$ cat src/rtl/soc_ctrl_mailbox.sv
`default_nettype none
// ============================================================================
// Module   : soc_ctrl_mailbox
// Brief    : Control/status slave on the core data bus: sticky exit code,
//            first-word-fall-through character FIFO and a saturating timer.
// Revision : 1.0 - initial release
// ============================================================================
module soc_ctrl_mailbox #(
    parameter logic [31:0] BASE_ADDR  = 32'h8000_0000,
    parameter int          FIFO_DEPTH = 8,
    parameter int          CNT_W      = 32
) (
    input  logic             clk,
    input  logic             rst_n,
    input  logic             req_i,
    output logic             gnt_o,
    input  logic [31:0]      addr_i,
    input  logic             we_i,
    input  logic [3:0]       be_i,
    input  logic [31:0]      wdata_i,
    output logic             rvalid_o,
    output logic [31:0]      rdata_o,
    output logic             err_o,
    output logic [7:0]       char_o,
    output logic             char_valid_o,
    input  logic             char_ready_i,
    output logic             exit_valid_o,
    output logic [31:0]      exit_code_o,
    output logic             timer_running_o,
    output logic [CNT_W-1:0] cycles_o
);

    localparam int c_ptr_w = $clog2(FIFO_DEPTH);
    localparam int c_lvl_w = c_ptr_w + 1;

    localparam logic [c_lvl_w-1:0] c_full_lvl = c_lvl_w'(FIFO_DEPTH);
    localparam logic [c_lvl_w-1:0] c_lvl_one  = c_lvl_w'(1);
    localparam logic [c_ptr_w-1:0] c_ptr_one  = c_ptr_w'(1);
    localparam logic [CNT_W-1:0]   c_cnt_one  = CNT_W'(1);

    localparam logic [4:0] c_off_exit   = 5'h00;
    localparam logic [4:0] c_off_putc   = 5'h04;
    localparam logic [4:0] c_off_tctrl  = 5'h08;
    localparam logic [4:0] c_off_cycles = 5'h0C;
    localparam logic [4:0] c_off_status = 5'h10;

    // ------------------------------------------------------------------
    // Registered state
    // ------------------------------------------------------------------
    logic                r_rvalid;
    logic [31:0]         r_rdata;
    logic                r_err;
    logic                r_exit_valid;
    logic [31:0]         r_exit_code;
    logic                r_running;
    logic [CNT_W-1:0]    r_cnt;
    logic [c_ptr_w-1:0]  r_wr_ptr;
    logic [c_ptr_w-1:0]  r_rd_ptr;
    logic [c_lvl_w-1:0]  r_level;
    logic [7:0]          r_mem [FIFO_DEPTH];

    // ------------------------------------------------------------------
    // Decode and handshake
    // ------------------------------------------------------------------
    logic        w_sel;
    logic [4:0]  w_off;
    logic        w_full;
    logic        w_empty;
    logic        w_gnt;
    logic        w_unmapped;
    logic        w_push;
    logic        w_pop;
    logic        w_exit_wr;
    logic        w_timer_wr;
    logic [31:0] w_rd_data;
    logic [31:0] w_cycles32;
    logic [7:0]  w_level8;
    logic [31:0] w_status;
    logic        w_unused;

    assign w_sel   = req_i && (addr_i[31:24] == BASE_ADDR[31:24]);
    assign w_off   = addr_i[4:0];
    assign w_full  = (r_level == c_full_lvl);
    assign w_empty = (r_level == '0);

    // Full comes from registered state: a same-cycle pop does not unblock a push.
    assign w_gnt = w_sel && !(we_i && (w_off == c_off_putc) && w_full);

    assign w_unmapped = (w_off != c_off_exit)   && (w_off != c_off_putc)  &&
                        (w_off != c_off_tctrl)  && (w_off != c_off_cycles) &&
                        (w_off != c_off_status);

    assign w_push     = w_gnt && we_i && (w_off == c_off_putc);
    assign w_pop      = !w_empty && char_ready_i;
    assign w_exit_wr  = w_gnt && we_i && (w_off == c_off_exit);
    assign w_timer_wr = w_gnt && we_i && (w_off == c_off_tctrl);

    assign w_unused = ^{be_i, addr_i[23:5]};

    generate
        if (CNT_W >= 32) begin : g_cyc_trunc
            assign w_cycles32 = r_cnt[31:0];
        end else begin : g_cyc_ext
            assign w_cycles32 = {{(32-CNT_W){1'b0}}, r_cnt};
        end
    endgenerate

    generate
        if (c_lvl_w >= 8) begin : g_lvl_trunc
            assign w_level8 = r_level[7:0];
        end else begin : g_lvl_ext
            assign w_level8 = {{(8-c_lvl_w){1'b0}}, r_level};
        end
    endgenerate

    assign w_status = {16'h0000, w_level8, 6'b000000, w_full, r_exit_valid};

    always_comb begin
        w_rd_data = 32'h0000_0000;
        if (!we_i) begin
            case (w_off)
                c_off_exit:   w_rd_data = r_exit_code;
                c_off_tctrl:  w_rd_data = {31'h0, r_running};
                c_off_cycles: w_rd_data = w_cycles32;
                c_off_status: w_rd_data = w_status;
                default:      w_rd_data = 32'h0000_0000;
            endcase
        end
    end

    // ------------------------------------------------------------------
    // Response channel: one rvalid pulse per grant, one cycle later
    // ------------------------------------------------------------------
    always_ff @(posedge clk or negedge rst_n) begin
        if (!rst_n) begin
            r_rvalid <= 1'b0;
            r_rdata  <= 32'h0000_0000;
            r_err    <= 1'b0;
        end else begin
            r_rvalid <= w_gnt;
            r_rdata  <= w_gnt ? w_rd_data : 32'h0000_0000;
            r_err    <= w_gnt && w_unmapped;
        end
    end

    // ------------------------------------------------------------------
    // Exit code: first write wins, later writes are ignored
    // ------------------------------------------------------------------
    always_ff @(posedge clk or negedge rst_n) begin
        if (!rst_n) begin
            r_exit_valid <= 1'b0;
            r_exit_code  <= 32'h0000_0000;
        end else if (w_exit_wr && !r_exit_valid) begin
            r_exit_valid <= 1'b1;
            r_exit_code  <= wdata_i;
        end
    end

    // ------------------------------------------------------------------
    // Cycle timer: restart beats increment, stop holds the count
    // ------------------------------------------------------------------
    always_ff @(posedge clk or negedge rst_n) begin
        if (!rst_n) begin
            r_running <= 1'b0;
            r_cnt     <= '0;
        end else if (w_timer_wr) begin
            if (wdata_i[0]) begin
                r_running <= 1'b1;
                r_cnt     <= '0;
            end else begin
                r_running <= 1'b0;
            end
        end else if (r_running && (r_cnt != '1)) begin
            r_cnt <= r_cnt + c_cnt_one;
        end
    end

    // ------------------------------------------------------------------
    // Character FIFO
    // ------------------------------------------------------------------
    always_ff @(posedge clk or negedge rst_n) begin
        if (!rst_n) begin
            r_wr_ptr <= '0;
            r_rd_ptr <= '0;
            r_level  <= '0;
        end else begin
            if (w_push) begin
                r_wr_ptr <= r_wr_ptr + c_ptr_one;
            end
            if (w_pop) begin
                r_rd_ptr <= r_rd_ptr + c_ptr_one;
            end
            case ({w_push, w_pop})
                2'b10:   r_level <= r_level + c_lvl_one;
                2'b01:   r_level <= r_level - c_lvl_one;
                default: r_level <= r_level;
            endcase
        end
    end

    // Storage carries no reset; emptiness masks stale entries on char_o.
    always_ff @(posedge clk) begin
        if (w_push) begin
            r_mem[r_wr_ptr] <= wdata_i[7:0];
        end
    end

    // ------------------------------------------------------------------
    // Outputs
    // ------------------------------------------------------------------
    assign gnt_o           = w_gnt;
    assign rvalid_o        = r_rvalid;
    assign rdata_o         = r_rdata;
    assign err_o           = r_err;
    assign char_valid_o    = !w_empty;
    assign char_o          = w_empty ? 8'h00 : r_mem[r_rd_ptr];
    assign exit_valid_o    = r_exit_valid;
    assign exit_code_o     = r_exit_code;
    assign timer_running_o = r_running;
    assign cycles_o        = r_cnt;

endmodule
`default_nettype wire

$ cat config.mk
export PLATFORM = sky130hd
export DESIGN_NAME = soc_ctrl_mailbox
export DESIGN_NICKNAME = d
export VERILOG_FILES = /design/src/rtl/soc_ctrl_mailbox.sv
export SDC_FILE = /design/constraint.sdc
export NUM_CORES = 1
export LEC_CHECK = 0
export ABC_AREA = 1
export CAP_MARGIN = 0
export CORE_UTILIZATION = 55
export CTS_BUF_LIST = sky130_fd_sc_hd__clkbuf_8
export DETAILED_ROUTE_END_ITERATION = 8
export PLACE_DENSITY = 0.86
export SYNTH_ARGS = -nofsm -noshare
export SYNTH_HDL_FRONTEND = slang
export SYNTH_SLANG_ARGS = --single-unit
$ cat constraint.sdc
create_clock -name clk -period 4.8 [get_ports clk]
set_input_delay 0.48 -clock clk [delete_from_list [all_inputs] [get_ports clk]]
set_output_delay 0.48 -clock clk [all_outputs]
set_load 0.01 [all_outputs]
---- Word-level counts from Yosys, hierarchy flattened ----
Memory sizes are Yosys's and may differ from the RTL's.
Index checks and enable logic that the tools add are counted.
storage, ports and cells
  memories kept ........................... 1
  output and inout port bits .............. 110
  register bits ........................... 110
  logic and storage cells ................. 66
  memory bits (writable) .................. 64
  bits of input ports ..................... 73
memories
  name   depth  width  read ports  clocked after memory_dff  write ports  line  source
  r_mem  8      8      1           0                         1            60    logic [7:0] r_mem [FIFO_DEPTH];
operators by class
  equality and inequality tests ........... 14
  mux-type cells .......................... 11
  reductions and logical operators ........ 25
  add/sub/neg operators ................... 5
operator list
  cell                   number
  $mux 32                5
  $pmux 32 s4            1
  $add 32x1->32 const B  1
  $ne 32x32->1 const B   1
  $logic_and 1x1->1      16
  $eq 5x4->1 const B     2
  $ne 5x4->1 const B     2
  $eq 8x8->1 const B     1
  $mux 8                 1
  $pmux 4 s2             1
  $add 3x1->3 const B    2
  $eq 5x3->1 const B     1
  $eq 5x5->1 const B     1
  $logic_not 5->1        1
  $ne 5x3->1 const B     1
  $ne 5x5->1 const B     1
  $reduce_bool 5->1      1
  $add 4x1->4 const B    1
  $eq 4x4->1 const B     1
  $logic_not 4->1        1
  $reduce_bool 2->1      2
  $sub 4x1->4 const B    1
  $logic_not 1->1        3
  $mux 1                 3
  4 further kinds        4

---- Longest topological paths before layout ----
Gate-level depths: netlist (run 1).
  depth in word-level cells ............... 9
  gate-level depth with buffers ........... 15
  depth with buffers taken out ............ 15

---- Worst setup path after synthesis (run 1) ----
OpenSTA, ideal clock, no wires.
  path type ............................... in2reg
  from .................................... in addr_i[29]
  to ...................................... reg r_level[2]
  path buffers ............................ 0
  setup slack ............................. 2.495 ns
  arrival time ............................ 2.177 ns
  library setup time ...................... 0.128 ns
  cell stages on the path ................. 11
  data required time ...................... 4.672 ns
  cell sequence ........................... nor2_1 > nand4_1 > nor2_4 > nand3_1 > ha_1 > nor2_1 > nor2_1 > ha_1 > a21oi_1 > xor2_1 > o21ai_0
on the way
  longest elaborated chain between the ends .. 7
  elaborated cells on any way between the ends .. 9
  classes of those cells .................. 3 x eq/ne; 1 x mux; 5 x reduce/logical
ends and longest elaborated chain
  element                                          line  source
  from (decl)                                      17    input logic [31:0] addr_i,
  $eq 8x8->1 *                                     81    assign w_sel = req_i && (addr_i[31:24] == BASE_ADDR[31:24]);
  $logic_and 1x1->1 *                              81
  $logic_and 1x1->1 *                              87    assign w_gnt = w_sel && !(we_i && (w_off == c_off_putc) && w_full);
  via gnt_o                                        16    output logic gnt_o,
  $logic_and 1x1->1 * (2 in series)                93    assign w_push = w_gnt && we_i && (w_off == c_off_putc);
  $eq 2x1->1 or $eq 2x2->1 (tied branches)         193   case ({w_push, w_pop})
  $pmux 4 s2 or $reduce_bool 2->1 (tied branches)  --
  to (signal assigned)                             194   2'b10: r_level <= r_level + c_lvl_one;
  to (signal assigned)                             195   2'b01: r_level <= r_level - c_lvl_one;
  to (signal assigned)                             196   default: r_level <= r_level;
  to (decl)                                        59    logic [c_lvl_w-1:0] r_level;
Mark *: on every way through the listed nets, which the timed path passes. The rest lies on a longest branch.
A chain may end at the register's enable or synchronous reset.

---- Worst setup path in the final report (run 1) ----
  from .................................... reg r_rd_ptr[1]
  to ...................................... out char_o[1]
on the way
  longest elaborated chain between the ends .. 2
ends and longest elaborated chain
  element                 line  source
  from (decl)             58    logic [c_ptr_w-1:0] r_rd_ptr;
  from (signal assigned)  191   r_rd_ptr <= r_rd_ptr + c_ptr_one;
  $mem_v2 8x8             --
  $mux 8                  216   assign char_o = w_empty ? 8'h00 : r_mem[r_rd_ptr];
  to (decl)               24    output logic [7:0] char_o,
No other way between the ends.

==> summary.txt, run 1 <==
Cells and area
  • Final Instance Count excl. Fillers: 1320
  • Final instance area: 10460 sq um
  • Nets: 1202
  • Share of cells above drive strength 1: 5.546%
  • Area growth from synthesis to layout: 24.21%
  • Final Util: 70.89%
  • Ant diodes: 0

Floorplanning
  • Die ar.: 15810 sq um
  • Initial core utilization: 57.07%
  • Die H: 125.7 microns
  • Core region area: 14750 sq um
  • Ports: 183
  • Chip width: 125.7 microns
  • Row cnt: 44

Drt
  • Routed len/inst: 16.82 microns
  • DR pass1 iterations: 6
  • Via count: 7222
  • Initial drt markers: 751
  • Post-Route WL: 22200 microns
  • Avg Vias per Cell: 5.471
  • DRC viols: 0
  • Post-route ant nets: 0

Pwr
  • Internal power: 2.467 mW
  • Leakage: 4.406 nW
  • Switching part of the total: 34.28%
  • Reg power frac: 45.8%
  • Combinational share of power: 26.5%
  • Clock power share: 27.7%
  • P per Cell Area: 359.0 nW/um^2
  • Final Power: 3.754 mW
  • Worst VDD drop: 0.0002816 V
  • Psw: 1.287 mW

Critical path
  • Crit end category: output pin
  • R2R depth: 9
  • Worst Path Required: 4.32 ns
  • Crit path kind: reg2out
  • FF-to-FF End: r_mem[2][0]
  • Crit path max fanout: 18
  • Crit path capture: char_o[1]
  • Critical Path AT: 3.00 ns
  • Setup crit start kind: register
  • Reg2reg setup slack: 2.26 ns
  • RR Startpoint: r_level[3]
  • Crit. Startpoint: r_rd_ptr[1]

Placed design
  • Post-DP HPWL: 15470 microns
  • Post-Place Worst Slack: 1.520 ns
  • Port Buffer Count: 159
  • Post-Place Cells: 1288
  • Gp weighted congestion: 0.9652
  • Post-DP Area: 10050 sq um

Clocking
  • Post-CTS Hold Buffers: 0
  • Postcts setup bufs: 0
  • # clock sinks: 174
  • CTS Buf Count: 17
  • Clock Latency Late Sink: 0.47 ns
  • Clock Pin Slew Worst Setup and Hold Paths: 0.10 ns
  • Cts repair resizes: 0
  • Root Driver: clkbuf_8
  • Clock Path Buffers: 2
  • CTS tree: yes
  • H-tree Lvls: 4

STA
  • Relative slew slack: 34.94%
  • Final setup viols: 0
  • Tightest Pin Transition: 0.9748 ns
  • Unrepaired setup endpoints after global routing: false
  • Period utilisation layout: 72.57%
  • Fin crit period: 3.484 ns
  • Fin worst setup slack: 1.316 ns
  • Setup TNS Final: 0 ns
  • Max frequency: 287.1 MHz
  • Worst hold slack: 0.1202 ns
  • Worst clock skew: 0.01118 ns
  • Final-report max-slew violation count: 0
  • Hold Fails Final Rpt: 0

Global routing
  • First-pass GRT wire length: 35250 microns
  • Met2 global-route usage: 46.80%
  • Initial antenna violation count: 0
  • Grt ovf: 0
  • Grt peak-use layer: met2
  • GR Util met1: 38.50%
  • Largest net degree at the start of global routing: 68
  • All-Layer GR Usage: 29.15%
  • Vias in the first global route: 6926
  • Met3 Resource Use GR: 5.438%

Synth
  • Post-synthesis register bit count: 174
  • Post-synth EDFFs: 64
  • Post-synthesis cell type count: 33
  • Syn_nets: 1057
  • Count of yosys warnings during synthesis: 0
  • Synth Instances: 978
  • Seq/Total Area, Yosys: 55.51%
  • Asr flop ratio synth: 63.22%
  • Mapped Avg Cell Area: 8.610 sq um
  • Mapped Area: 8421 sq um
  • Synth Flop Type: dfrtp_1

Min path
  • Hold Path Class: in2async

Flow run
  • Max-cap viol count: 0

Outcome
  • Status: finished, final reports clean
==> how the worst min path moves through the flow <==
stage	startpoint	endpoint	slack (ns)	depth (start not counted)
2_1_floorplan	rst_n	cycles_o[0]	0.18	0
3_3_place_gp	exit_code_o[25]	exit_code_o[25]	0.50	2
3_5_place_dp	exit_code_o[27]	exit_code_o[27]	0.50	2
4_1_cts	rst_n	exit_code_o[25]	0.14	1
5_1_grt	rst_n	r_rd_ptr[2]	0.18	1
6_report	rst_n	exit_code_o[25]	0.12	1
==> layout by cell type, fill, tap and decap left out, types with 7 or more instances in the layout <==
cell / n
a21oi_1: 29
a31oi_1: 12
clkbuf_8: 17
clkdlybuf4s50_1: 158
dfrtp_1: 110
edfxtp_1: 64
inv_1: 88
nand2_1: 290
nand3_1: 52
nand3b_1: 13
nor2_1: 131
o21ai_0: 57
o21ai_1: 25
o22ai_1: 8
xnor2_1: 7
xor2_1: 16
==> routing by layer <==
layer,wire [microns],part of all wire (%),up-vias
li1,-,-,3446
met1,9387,42,3372
met2,10440,47,346
met3,1615,7.3,58
met4,756,3.4,0
met5,0,0,-
==> final cells by class <==
cell class / count / area, sq um
flip-flops and latches: 174 / 4674
fillers: 1147 / 4295
multi-input cells: 676 / 3182
repair buffers: 164 / 1627
inverters: 90 / 337.8
clock buffers: 17 / 234.0
well taps: 184 / 230.2
clock inverters: 15 / 173.9
==> registers in the layout, summed over array words and instances (netlist names) <==
name and cells:
cycles_o 32, r_level 4, timer_running_o 1, r_wr_ptr 3, exit_valid_o 1, r_rd_ptr 3, exit_code_o 32, r_mem 64
rdata_o 32, err_o 1, rvalid_o 1
==> cell usage after synthesis, types with 3 or more instances <==
cell type / count / share of area [%]
o21ai_0: 57 / 3.4
buf_4: 3 / 0.27
nor3_1: 3 / 0.18
ha_1: 6 / 0.89
o22ai_1: 8 / 0.59
nand2_2: 3 / 0.22
a31oi_1: 12 / 0.89
dfrtp_1: 110 / 33
clkbuf_1: 17 / 0.76
xor2_1: 16 / 1.7
xnor2_1: 7 / 0.73
edfxtp_1: 64 / 23
o21ai_1: 25 / 1.5
nor2_1: 131 / 5.8
buf_2: 9 / 0.53
nand2_1: 290 / 13
buf_6: 8 / 1.1
inv_1: 88 / 3.9
nand4_1: 3 / 0.22
nor2_2: 6 / 0.45
nand3_1: 52 / 3.1
nor2_4: 6 / 0.80
a21oi_1: 29 / 1.7
nand3b_1: 13 / 1.2
==> cells by family (layout without fill, tap and decap cells) <==
| family | Yosys count | after routing | synth area share (%) |
|---|---|---|---|
| XOR/XNOR | 23 | 23 | 2.392 |
| AO/OA/AOI/OAI | 133 | 133 | 8.380 |
| flip-flops | 174 | 174 | 55.51 |
| AND/OR/NAND/NOR | 514 | 514 | 26.12 |
| buffers and inverters | 128 | 286 | 6.701 |
| adder cells (fa/ha/maj) | 6 | 6 | 0.8915 |
==> power groups by stage <==
stage | Clock (mW) | Sequential (mW) | Combinational (mW)
finish | 1.04 | 1.72 | 0.997
global route | 1.11 | 1.73 | 1.10
CTS | 1.05 | 1.71 | 0.985
detailed placement | 0 | 1.75 | 0.976
global placement | 0 | 1.74 | 0.947
floorplan | 0 | 1.71 | 0.595
==> worst max-delay path, cell delays in order (launching register included) <==
cell and delay (ns):
dfrtp_1 0.61, inv_1 0.53, o21ai_0 0.18, o22ai_1 0.20, o21ai_0 0.14, a31oi_1 0.28, clkdlybuf4s50_1 0.59
Note: power is estimated with default switching activity, not from simulation.
==> run 2, diff against run 1 <==
- CORE_UTILIZATION: 55 -> 48
- PLACE_DENSITY: 0.86 -> 0.79
- clock period: 4.8 -> 3.2 ns (I/O delays scaled with it)
==> summary.txt, run 2 (same netlist as run 1, synthesis figures left out) <==
Critical path
  • Most common cell type on the critical path: o21ai_0 (unchanged)
  • CP peak stage delay: 0.57 ns (was 0.61 ns)
  • Crit path kind: reg2out (unchanged)
  • Setup crit start kind: register (unchanged)
  • Reg2reg setup slack: 0.81 ns (was 2.26 ns)
  • RR Startpoint: r_level[0] (was r_level[3])
  • Crit path max fanout: 22 (was 18)
  • CP top delay family: buffers and inverters (unchanged)
  • Crit end category: output pin (unchanged)
  • Crit-path slowest cell: clkdlybuf4s50_1 (was dfrtp_1)
  • Worst path depth: 7 (was 6)
  • Worst Path Required: 2.88 ns (was 4.32 ns)
  • FF-to-FF End: r_level[2] (was r_mem[2][0])
  • R2R depth: 12 (was 9)
  • Critical path buffers and inverters: 3 (was 2)
  • Crit-path cells: inv_1 -> buf_4 -> o21ai_0 -> o22ai_1 -> o21ai_0 -> a31oi_1 -> clkdlybuf4s50_1 (was inv_1 -> o21ai_0 -> o22ai_1 -> o21ai_0 -> a31oi_1 -> clkdlybuf4s50_1)
  • Critical Path AT: 2.64 ns (was 3.00 ns)

Min path
  • Hold Path Class: in2reg (was in2async)
  • HP Start: wdata_i[19]
  • Hold Crit Endpoint: exit_code_o[19]
  • Hold Crit Depth: 3

Placed design
  • Post-Place Cells: 1347 (was 1288)
  • Port Buffer Count: 159 (unchanged)
  • Post-DP HPWL: 15320 microns (was 15470 microns)
  • Post-DP Area: 10260 sq um (was 10050 sq um)
  • Gp weighted congestion: 0.9416 (was 0.9652)

Cells and area
  • Share of cells above drive strength 1: 6.926% (was 5.546%)
  • Nets: 1221 (was 1202)
  • Highest-count cells in the layout ignoring fill and taps: 290 x nand2_1, 158 x clkdlybuf4s50_1, 131 x nor2_1 (unchanged)
  • Max reg flops: 64 (unchanged)
  • Largest reg by FF count: r_mem (unchanged)
  • Final Instance Count excl. Fillers: 1380 (was 1320)
  • Area growth from synthesis to layout: 26.43% (was 24.21%)
  • Commonest non-fill, non-tap cell in the layout: nand2_1 (unchanged)
  • Final instance area: 10650 sq um (was 10460 sq um)
  • Ant diodes: 0 (unchanged)

Floorplanning
  • Die H: 134.5 microns (was 125.7 microns)
  • Die ar.: 18080 sq um (was 15810 sq um)
  • Initial core utilization: 48.85% (was 57.07%)
  • Ports: 183 (unchanged)
  • Row cnt: 48 (was 44)
  • Core region area: 17240 sq um (was 14750 sq um)
  • Chip width: 134.5 microns (was 125.7 microns)

Outcome
  • Status: finished, final reports clean (unchanged)

Clocking
  • CTS tree: yes (unchanged)
  • H-tree Lvls: 4 (unchanged)
  • Root Driver: clkbuf_8 (unchanged)
  • Cts repair resizes: 0 (unchanged)
  • # clock sinks: 174 (unchanged)
  • Clock Pin Slew Worst Setup and Hold Paths: 0.10 ns (about the same)
  • Clock Path Buffers: 2 (unchanged)
  • CTS Buf Count: 17 (unchanged)
  • Clock Latency Late Sink: 0.48 ns (was 0.47 ns)

Global routing
  • All-Layer GR Usage: 25.37% (was 29.15%)
  • First-pass GRT wire length: 35040 microns (was 35250 microns)
  • Largest net degree at the start of global routing: 66 (was 68)
  • Vias in the first global route: 6736 (was 6926)
  • Initial antenna violation count: 0 (unchanged)
  • Grt ovf: 0 (unchanged)

STA
  • Worst clock skew: 0.01988 ns (was 0.01118 ns)
  • Hold Fails Final Rpt: 0 (unchanged)
  • Relative slew slack: 45.86% (was 34.94%)
  • Final setup viols: 0 (unchanged)
  • Tightest Pin Transition: 0.8121 ns (was 0.9748 ns)
  • Fin crit period: 2.956 ns
  • Max frequency: 338.3 MHz
  • Period utilisation layout: 92.38%
  • Final-report max-slew violation count: 0 (unchanged)
  • Setup TNS Final: 0 ns (unchanged)
  • Unrepaired setup endpoints after global routing: false (unchanged)

Pwr
  • Worst VDD drop: 0.0004613 V (was 0.0002816 V)
  • Final Power: 5.582 mW (was 3.754 mW)
  • Leakage: 4.503 nW (was 4.406 nW)
  • P per Cell Area: 524.3 nW/um^2 (was 359.0 nW/um^2)

Drt
  • Post-Route WL: 22090 microns (was 22200 microns)
  • Post-route ant nets: 0 (unchanged)
  • Avg Vias per Cell: 5.226 (was 5.471)
  • DRC viols: 0 (unchanged)
  • Initial drt markers: 597 (was 751)
  • DR pass1 iterations: 7 (was 6)
  • Via count: 7212 (was 7222)
  • Routed len/inst: 16.01 microns (was 16.82 microns)

Flow run
  • Max-cap viol count: 0 (unchanged)
## run 2: power breakdown
part | switching (mW) | total (mW) | internal, mW
Clock | 0.886 | 1.46 | 0.576
Sequential | 0.162 | 2.56 | 2.40
Combinational | 0.888 | 1.56 | 0.672
## run 2: timing repair
item                      CTS  global route
setup buffers               0             0
hold buffers                1             0
hold endpoints to repair   59             0
## run 2: metal layers
layer	vias up	track usage, %	wire length (microns)
li1	3485	-	-
met1	3462	34.20	9551
met2	237	41.88	10900
met3	28	4.242	1246
met4	0	8.365	393
met5	-	0	0
## run 2: worst max-delay path by stage
stage / start / endpoint / slack, ns
5_1_grt: r_rd_ptr[0] / char_o[1] / 0.09
4_1_cts: r_rd_ptr[0] / char_o[1] / 0.22
3_3_place_gp: addr_i[31] / r_level[2] / 0.43
6_report: r_rd_ptr[0] / char_o[1] / 0.24
3_5_place_dp: req_i / r_level[2] / 0.34
2_1_floorplan: addr_i[29] / r_level[2] / 1.06
## run 2: tightest hold or removal path: cells and delay by family
kind,cells,cell delay [ns]
AOI/OAI and AO/OA,1,0.06
buffers and inverters,2,0.44
## run 2: through the flow
step	worst slack (ns)	utilization [%]	hold WS (ns)
after floorplan	1.055	-	0.02441
after global placement	0.4335	59.54	0.4451
after detailed placement	0.3381	59.54	0.4580
after CTS	0.2199	61.77	0.3541
after global routing	0.08913	61.77	0.3747
final	0.2439	61.77	0.3752
## run 2: cell type report
| cell class | count | area (sq um) |
|---|---|---|
| sequential | 174 | 4674 |
| multi-input combinational | 676 | 3182 |
| clock buffer | 17 | 234.0 |
| fill | 1457 | 6590 |
| clock inverter | 15 | 140.1 |
| timing repair buffer | 183 | 1797 |
| inverter | 90 | 337.8 |
| tap | 225 | 281.5 |
==> run 3, diff against run 2 <==
- SETUP_SLACK_MARGIN: unset -> 0.02
==> results of run 3 <==
The final DEF is identical to that of run 2; final timing and power are the same.
